[src/rtl/imem_fetch_unit.sv]
// Parametrised instruction memory with clear sweep, streamed program load
// and a fetch port with stall/flush, placed between the PC and IF/ID.
module imem_fetch_unit #(
    parameter int               ISIZE     = 16,
    parameter int               MEM_SPACE = 8,
    parameter logic [ISIZE-1:0] NOP       = '0
) (
    input  logic                 clk,
    input  logic                 rst,
    input  logic [MEM_SPACE-1:0] address,
    input  logic                 stall,
    input  logic                 PCctrl,
    input  logic                 ld_valid,
    input  logic [ISIZE-1:0]     ld_data,
    input  logic                 ld_last,
    output logic                 ld_ready,
    output logic [MEM_SPACE:0]   ld_count,
    output logic                 run,
    output logic [ISIZE-1:0]     data_out,
    output logic                 valid
);

    localparam int DEPTH = 2 ** MEM_SPACE;
    localparam logic [MEM_SPACE:0] LAST_IDX = (MEM_SPACE + 1)'(DEPTH - 1);

    typedef enum logic [1:0] {
        S_CLEAR,
        S_LOAD,
        S_RUN
    } state_t;

    state_t                 state_q, state_d;
    logic [MEM_SPACE-1:0]   clr_cnt_q;
    logic [MEM_SPACE:0]     ld_count_q;
    logic [ISIZE-1:0]       data_out_q;
    logic                   valid_q;

    logic [ISIZE-1:0]       mem [DEPTH];
    logic                   mem_we;
    logic [MEM_SPACE-1:0]   mem_waddr;
    logic [ISIZE-1:0]       mem_wdata;
    logic                   xfer;

    // State register
    always_ff @(posedge clk) begin
        if (rst) state_q <= S_CLEAR;
        else     state_q <= state_d;
    end

    // Next-state logic: sweep ends at the last index, load ends on last or full
    always_comb begin
        state_d = state_q;
        unique case (state_q)
            S_CLEAR: if (clr_cnt_q == '1) state_d = S_LOAD;
            S_LOAD:  if (ld_valid && (ld_last || ld_count_q == LAST_IDX)) state_d = S_RUN;
            S_RUN:   state_d = S_RUN;
            default: state_d = S_CLEAR;
        endcase
    end

    // Output and write-port decode
    always_comb begin
        ld_ready  = (state_q == S_LOAD);
        run       = (state_q == S_RUN);
        xfer      = ld_ready && ld_valid;
        mem_we    = 1'b0;
        mem_waddr = '0;
        mem_wdata = NOP;
        if (!rst) begin
            if (state_q == S_CLEAR) begin
                mem_we    = 1'b1;
                mem_waddr = clr_cnt_q;
                mem_wdata = NOP;
            end else if (xfer) begin
                mem_we    = 1'b1;
                mem_waddr = ld_count_q[MEM_SPACE-1:0];
                mem_wdata = ld_data;
            end
        end
    end

    // Single synchronous write port; no reset on the array itself
    always_ff @(posedge clk) begin
        if (mem_we) mem[mem_waddr] <= mem_wdata;
    end

    // Counters and the registered fetch output (flush beats stall)
    always_ff @(posedge clk) begin
        if (rst) begin
            clr_cnt_q  <= '0;
            ld_count_q <= '0;
            data_out_q <= NOP;
            valid_q    <= 1'b0;
        end else begin
            if (state_q == S_CLEAR) clr_cnt_q <= clr_cnt_q + 1'b1;
            if (xfer)               ld_count_q <= ld_count_q + 1'b1;
            if (state_q == S_RUN) begin
                if (PCctrl) begin
                    data_out_q <= NOP;
                    valid_q    <= 1'b0;
                end else if (!stall) begin
                    data_out_q <= mem[address];
                    valid_q    <= 1'b1;
                end
            end
        end
    end

    assign ld_count = ld_count_q;
    assign data_out = data_out_q;
    assign valid    = valid_q;

endmodule

[config.mk]
export PLATFORM = sky130hd
export DESIGN_NAME = imem_fetch_unit
export DESIGN_NICKNAME = d
export VERILOG_FILES = /design/src/rtl/imem_fetch_unit.sv
export SDC_FILE = /design/constraint.sdc
export NUM_CORES = 2
export LEC_CHECK = 0
export CAP_MARGIN = 10
export CORE_MARGIN = 4
export CORE_UTILIZATION = 40
export DETAILED_ROUTE_END_ITERATION = 10
export PLACE_DENSITY_LB_ADDON = 0.12
export SYNTH_ARGS = -nofsm -noshare
export SYNTH_HDL_FRONTEND = slang
export SYNTH_SLANG_ARGS = --single-unit
[constraint.sdc]
create_clock -name clk -period 5.6 [get_ports clk]
set_input_delay 1.12 -clock clk [delete_from_list [all_inputs] [get_ports clk]]
set_output_delay 1.12 -clock clk [all_outputs]
set_load 0.005 [all_outputs]
* Word-level counts from Yosys, hierarchy flattened
Memories as Yosys holds them, arrays and structs flattened.
Index checks and enable logic that the tools add are counted.
** Storage, ports and cells
- Flip-flop bits (word level) :: 36
- Output and inout port bits :: 28
- Memories :: 1
- RAM bits :: 4096
** Operators by class
- Reductions and logical operators :: 6
- Add/subtract/negate cells :: 2
- Equal/unequal tests :: 7
- Muxes and demuxes :: 18
** Memories
- mem :: words 256, width 16, read ports 1, clocked after Yosys merged registers in 0, write ports 1, line 38 : logic [ISIZE-1:0] mem [DEPTH];
** Operator list (count)
- $mux 16 :: 5
- $mux 8 :: 3
- $add 9x1->9 const B :: 1
- $eq 9x8->1 const B :: 1
- $add 8x1->8 const B :: 1
- $eq 8x8->1 const B :: 1
- $mux 1 :: 7
- $pmux 2 s3 :: 1
- $mux 2 :: 2
- $ne 2x1->1 const B :: 2
- $reduce_and 2->1 :: 2
- $eq 2x1->1 const B :: 1
- $eq 2x2->1 const B :: 1
- $logic_and 1x1->1 :: 2
- $logic_not 2->1 :: 1
- $ne 2x2->1 const B :: 1
- $logic_or 1x1->1 :: 1

* Depth between registers and ports, before layout
- Depth after elaboration :: 7
- Depth in mapped cells :: 14
- Gate-level depth less buffers :: 9

* Worst setup path after synthesis
Ideal clock, no wire load.
- Kind :: input to register
- Start :: input port rst
- End :: memory mem[0][10] (data pin)
- Slack :: -0.462 ns
- Buffers on the path :: 2
- Cell stages on the path :: 4
- Data required time :: 4.730 ns
- Arrival :: 5.192 ns
- Path through :: clkbuf_1 nor3_1 clkbuf_1 and2_1
** On the way
- Cells in the longest elaborated chain, start to end :: 1
** RTL lines
- start, declared :: line 9 : input logic rst,
- $mux 16 :: line 69 : if (!rst) begin
- named net mem_wdata[10] :: line 41 : logic [ISIZE-1:0] mem_wdata;
- end, declared :: line 38
The timed path passes the listed nets, and every way through them passes these cells.

* Worst setup path in the final report
- Start :: input port address[0]
- End :: register data_out_q[14], in the netlist data_out[14]
** On the way
- Cells in the longest elaborated chain, start to end :: 3
** RTL lines
- start, declared :: line 10 : input logic [MEM_SPACE-1:0] address,
- $mem_v2 256x16
- $mux 16 :: line 101 : end else if (!stall) begin
- $mux 16 :: line 98 : if (PCctrl) begin
- end signal, assigned :: line 102 : data_out_q <= mem[address];
- end, declared :: line 35 : logic [ISIZE-1:0] data_out_q;
Every way passes these cells. The select of a mux whose other input is x is not followed.
A chain may end at the register's enable or synchronous reset.

==> impl_metrics.json <==
{
  "ant_nets": 0,
  "worst_slew_margin_rel_pct": 5.67,
  "vias_in_the_first_global_route": 81070,
  "worst-slew-pin-transition_ps": 1410,
  "worst_hold_path_type": "register to register",
  "ys_types": 79,
  "route.vias.total": 82130,
  "design.portCount": 58,
  "synth_area_per_cell_um2": 21.8,
  "syn_inst": 7301,
  "outcome": "complete, no violations",
  "grt_use_total_pct": 24.9,
  "synth_compound_gate_area_share_pct": 2.94,
  "syn_to_final_growth_pct": 16.3,
  "grt_start_max_net_pins": 113,
  "slew_viol_final": 0,
  "synth-simple-area-share_pct": 2.45,
  "criticalPathCategory": "input port to register",
  "layout.cells.most_common": "sky130_fd_sc_hd__edfxtp_1",
  "drive_gt1_share_pct": 30.0,
  "finalInstanceArea_mm2": 0.185,
  "ir_worst_vdd_v": 0.000254,
  "ctsResizeCount": 0,
  "numCtsBuffers": 439,
  "postSynthRegisterBits": 4132,
  "floorplan.initialDensity_pct": 40.1,
  "yosysSeqAreaShare_pct": 77.9,
  "yosys-mux-area-fraction_pct": 15.0,
  "synth_async_sr_flop_share_pct": 0,
  "antenna_found_initial": 35,
  "grt_setup_unrepaired": "false",
  "critical_path.cell_chain": "buf_16 > buf_12 > mux4_2 > mux2i_1 > o22ai_1 > o21ai_0 > nand3_1 > a41oi_1 > o31ai_1",
  "synth-adder-area-share_pct": 0.0473,
  "max-clock-path-buffers": 4,
  "critical_path_buf_inv_count": 2,
  "netlist.area_leader.share_pct": 77.4,
  "fin_skew_ps": 51.5,
  "synth_fp_nets": 7337,
  "final-seq-area_mm2": 0.124,
  "cellPowerDensity_mw_per_mm2": 348,
  "die_area_mm2": 0.407,
  "total_area_of_multi_input_combinational_cells_mm2": 0.0331,
  "ctsRootBufferMaster": "sky130_fd_sc_hd__clkbuf_16",
  "drt_drc_violations_left": 0,
  "category_of_cells_accounting_for_the_largest_share_of_critical_path_delay": "compound AO/OA/AOI/OAI gates",
  "cp-end-kind": "register",
  "max-cap-violations": 0,
  "die_h_um": 638,
  "global_route.overflow_total": 0,
  "worst-endpoint-arrival_ps": 5280,
  "power.static_leakage_nw": 60.3,
  "synth_top_family_by_area": "multiplexers",
  "first_pass_grt_wire_length_um": 700000,
  "hold_buffers": 0,
  "cts.repair_timing.setup_buffer_count": 0,
  "cts_tree": "yes",
  "vias_per_cell": 5.99,
  "detail_route.wirelength_um": 514000,
  "final_net_count": 8114,
  "place.port_buffers": 57,
  "synth_top_flop_cell": "sky130_fd_sc_hd__edfxtp_1",
  "core_area_mm2": 0.396,
  "placed_cell_area_mm2": 0.171,
  "post_synth_xor_area_fraction_pct": 0.0607,
  "critical_path.max_fanout": 56,
  "place.gp.congestion": 0.936,
  "critical_path_data_required_time_ps": 6450,
  "period_share_pct": 79.2,
  "clock_tree.htree_level_count": 5,
  "rows": 231,
  "fin_hold_ws_ps": 507,
  "floorplan.die.width_um": 638,
  "initialDrtViolationCount": 11092,
  "syn-cell-area_mm2": 0.159,
  "clock.fmax_mhz": 226,
  "critical-path-max-stage-delay_ps": 800,
  "worst_setup_path_start_kind": "input port",
  "path_clk_slew_ps": 60,
  "critical-path-slowest-cell": "sky130_fd_sc_hd__o21ai_0",
  "dp.final_hpwl_um": 333000,
  "synth_edf_count": 4096,
  "wire_per_inst_um": 37.5,
  "synth.area.top_cells": "sky130_fd_sc_hd__edfxtp_1 (77%), sky130_fd_sc_hd__mux4_2 (14%), sky130_fd_sc_hd__mux2i_1 (1.1%), sky130_fd_sc_hd__nor2_1 (0.83%), sky130_fd_sc_hd__a22oi_1 (0.75%)",
  "setup_violations": 0,
  "commonest_cells_after_routing_fill_and_taps_aside": "sky130_fd_sc_hd__edfxtp_1 (4096), sky130_fd_sc_hd__mux4_2 (954), sky130_fd_sc_hd__buf_4 (590)",
  "numClockSinks": 4132,
  "hold_viol_final": 0,
  "fill_cells": 32921,
  "finalWorstPathRequiredPeriod_ps": 4430,
  "clk_latency_ps": 1000,
  "synth_warnings": 0,
  "yosys.area.top_type": "sky130_fd_sc_hd__edfxtp_1",
  "drt_first_pass_iters": 6
}
[power by group]
group / leakage, nW / internal (mW) / switching [mW]
Combinational: 13.4 / 0.826 / 1.49
Sequential: 40.0 / 33.5 / 0.00610
Clock: 6.89 / 16.3 / 12.2
[synthesized netlist by cell type (21+ instances only)]
cell type                  number
sky130_fd_sc_hd__nand3_1       78
sky130_fd_sc_hd__mux4_2       954
sky130_fd_sc_hd__buf_4         70
sky130_fd_sc_hd__nor2_1       350
sky130_fd_sc_hd__buf_2        114
sky130_fd_sc_hd__nand4_1       23
sky130_fd_sc_hd__edfxtp_1    4096
sky130_fd_sc_hd__a221oi_1      21
sky130_fd_sc_hd__a31oi_1       34
sky130_fd_sc_hd__a21oi_1       90
sky130_fd_sc_hd__and2_1        27
sky130_fd_sc_hd__nor3_1        65
sky130_fd_sc_hd__buf_6         53
sky130_fd_sc_hd__a22oi_1      159
sky130_fd_sc_hd__mux2_2        31
sky130_fd_sc_hd__o22ai_1      138
sky130_fd_sc_hd__a211oi_1      27
sky130_fd_sc_hd__mux2i_1      181
sky130_fd_sc_hd__clkbuf_1     147
sky130_fd_sc_hd__nand2_1      225
sky130_fd_sc_hd__dfxtp_1       36
sky130_fd_sc_hd__o221ai_1      29
sky130_fd_sc_hd__nor2b_1       27
sky130_fd_sc_hd__o21ai_0       49
sky130_fd_sc_hd__buf_1         24
[state kept, by name (all words and copies together) (netlist names)]
name,cells
mem,4096
data_out,16
ld_count,9
clr_cnt_q,8
state_q,2
valid,1
[path summary, 6_finish.rpt]
kind | from | endpoint | slack [ps] | cells past startpoint
min reg2reg | state_q[1] | state_q[1] | 510 | 2
max | address[0] | data_out[14] | 1170 | 9
min | state_q[1] | state_q[1] | 510 | 2
max reg2reg | state_q[1] | mem[176][11] | 1530 | 10
[final cells by class]
class,count,share of cell area [%]
inverters,15,0.0325
clock inverters,282,1.39
multi-input cells,2730,17.9
diodes,19,0.0257
flip-flops and latches,4132,66.9
well taps,5242,3.55
repair buffers,760,3.95
clock buffers,536,6.21
[worst reg2reg max path: stages, from the launching register on]
cell and delay [ps]:
sky130_fd_sc_hd__dfxtp_1 330, sky130_fd_sc_hd__inv_1 90, sky130_fd_sc_hd__ha_1 200, sky130_fd_sc_hd__buf_4 330, sky130_fd_sc_hd__mux2i_1 630, sky130_fd_sc_hd__nor2_1 100
sky130_fd_sc_hd__nor2_1 470, sky130_fd_sc_hd__nand3b_1 210, sky130_fd_sc_hd__buf_4 250, sky130_fd_sc_hd__nor2_1 850, sky130_fd_sc_hd__buf_4 340
[through the flow]
stage	power [mW]	cells	setup slack, ps	utilization [%]	setup TNS [ps]
global route	66.2	13698	1120	46.7	0
CTS	64.9	13695	1270	46.7	0
floorplan	35.4	7301	-245	-	-376410
detailed placement	36.5	12877	181	43.1	0
global placement	36.5	12873	214	43.1	0
finish	64.4	13716	1170	46.7	0
[cell families (layout without fill, tap and decap cells)]
logic type	count (synthesis)	count (layout)
mux	1170	1170
other cells	0	19
compound gates	670	670
xor+xnor	11	11
fa+ha+maj	6	6
flops	4132	4132
simple gates	873	873
buf+inv	439	1593
[routing by layer]
metal | vias up | track usage [%] | wire, um
met5 | - | 0 | 39
met4 | 6 | 7.71 | 18300
met3 | 727 | 4.30 | 39900
met2 | 3781 | 39.6 | 245000
met1 | 45092 | 35.1 | 210000
li1 | 32524 | - | -
(Power assumes the default switching activity.)
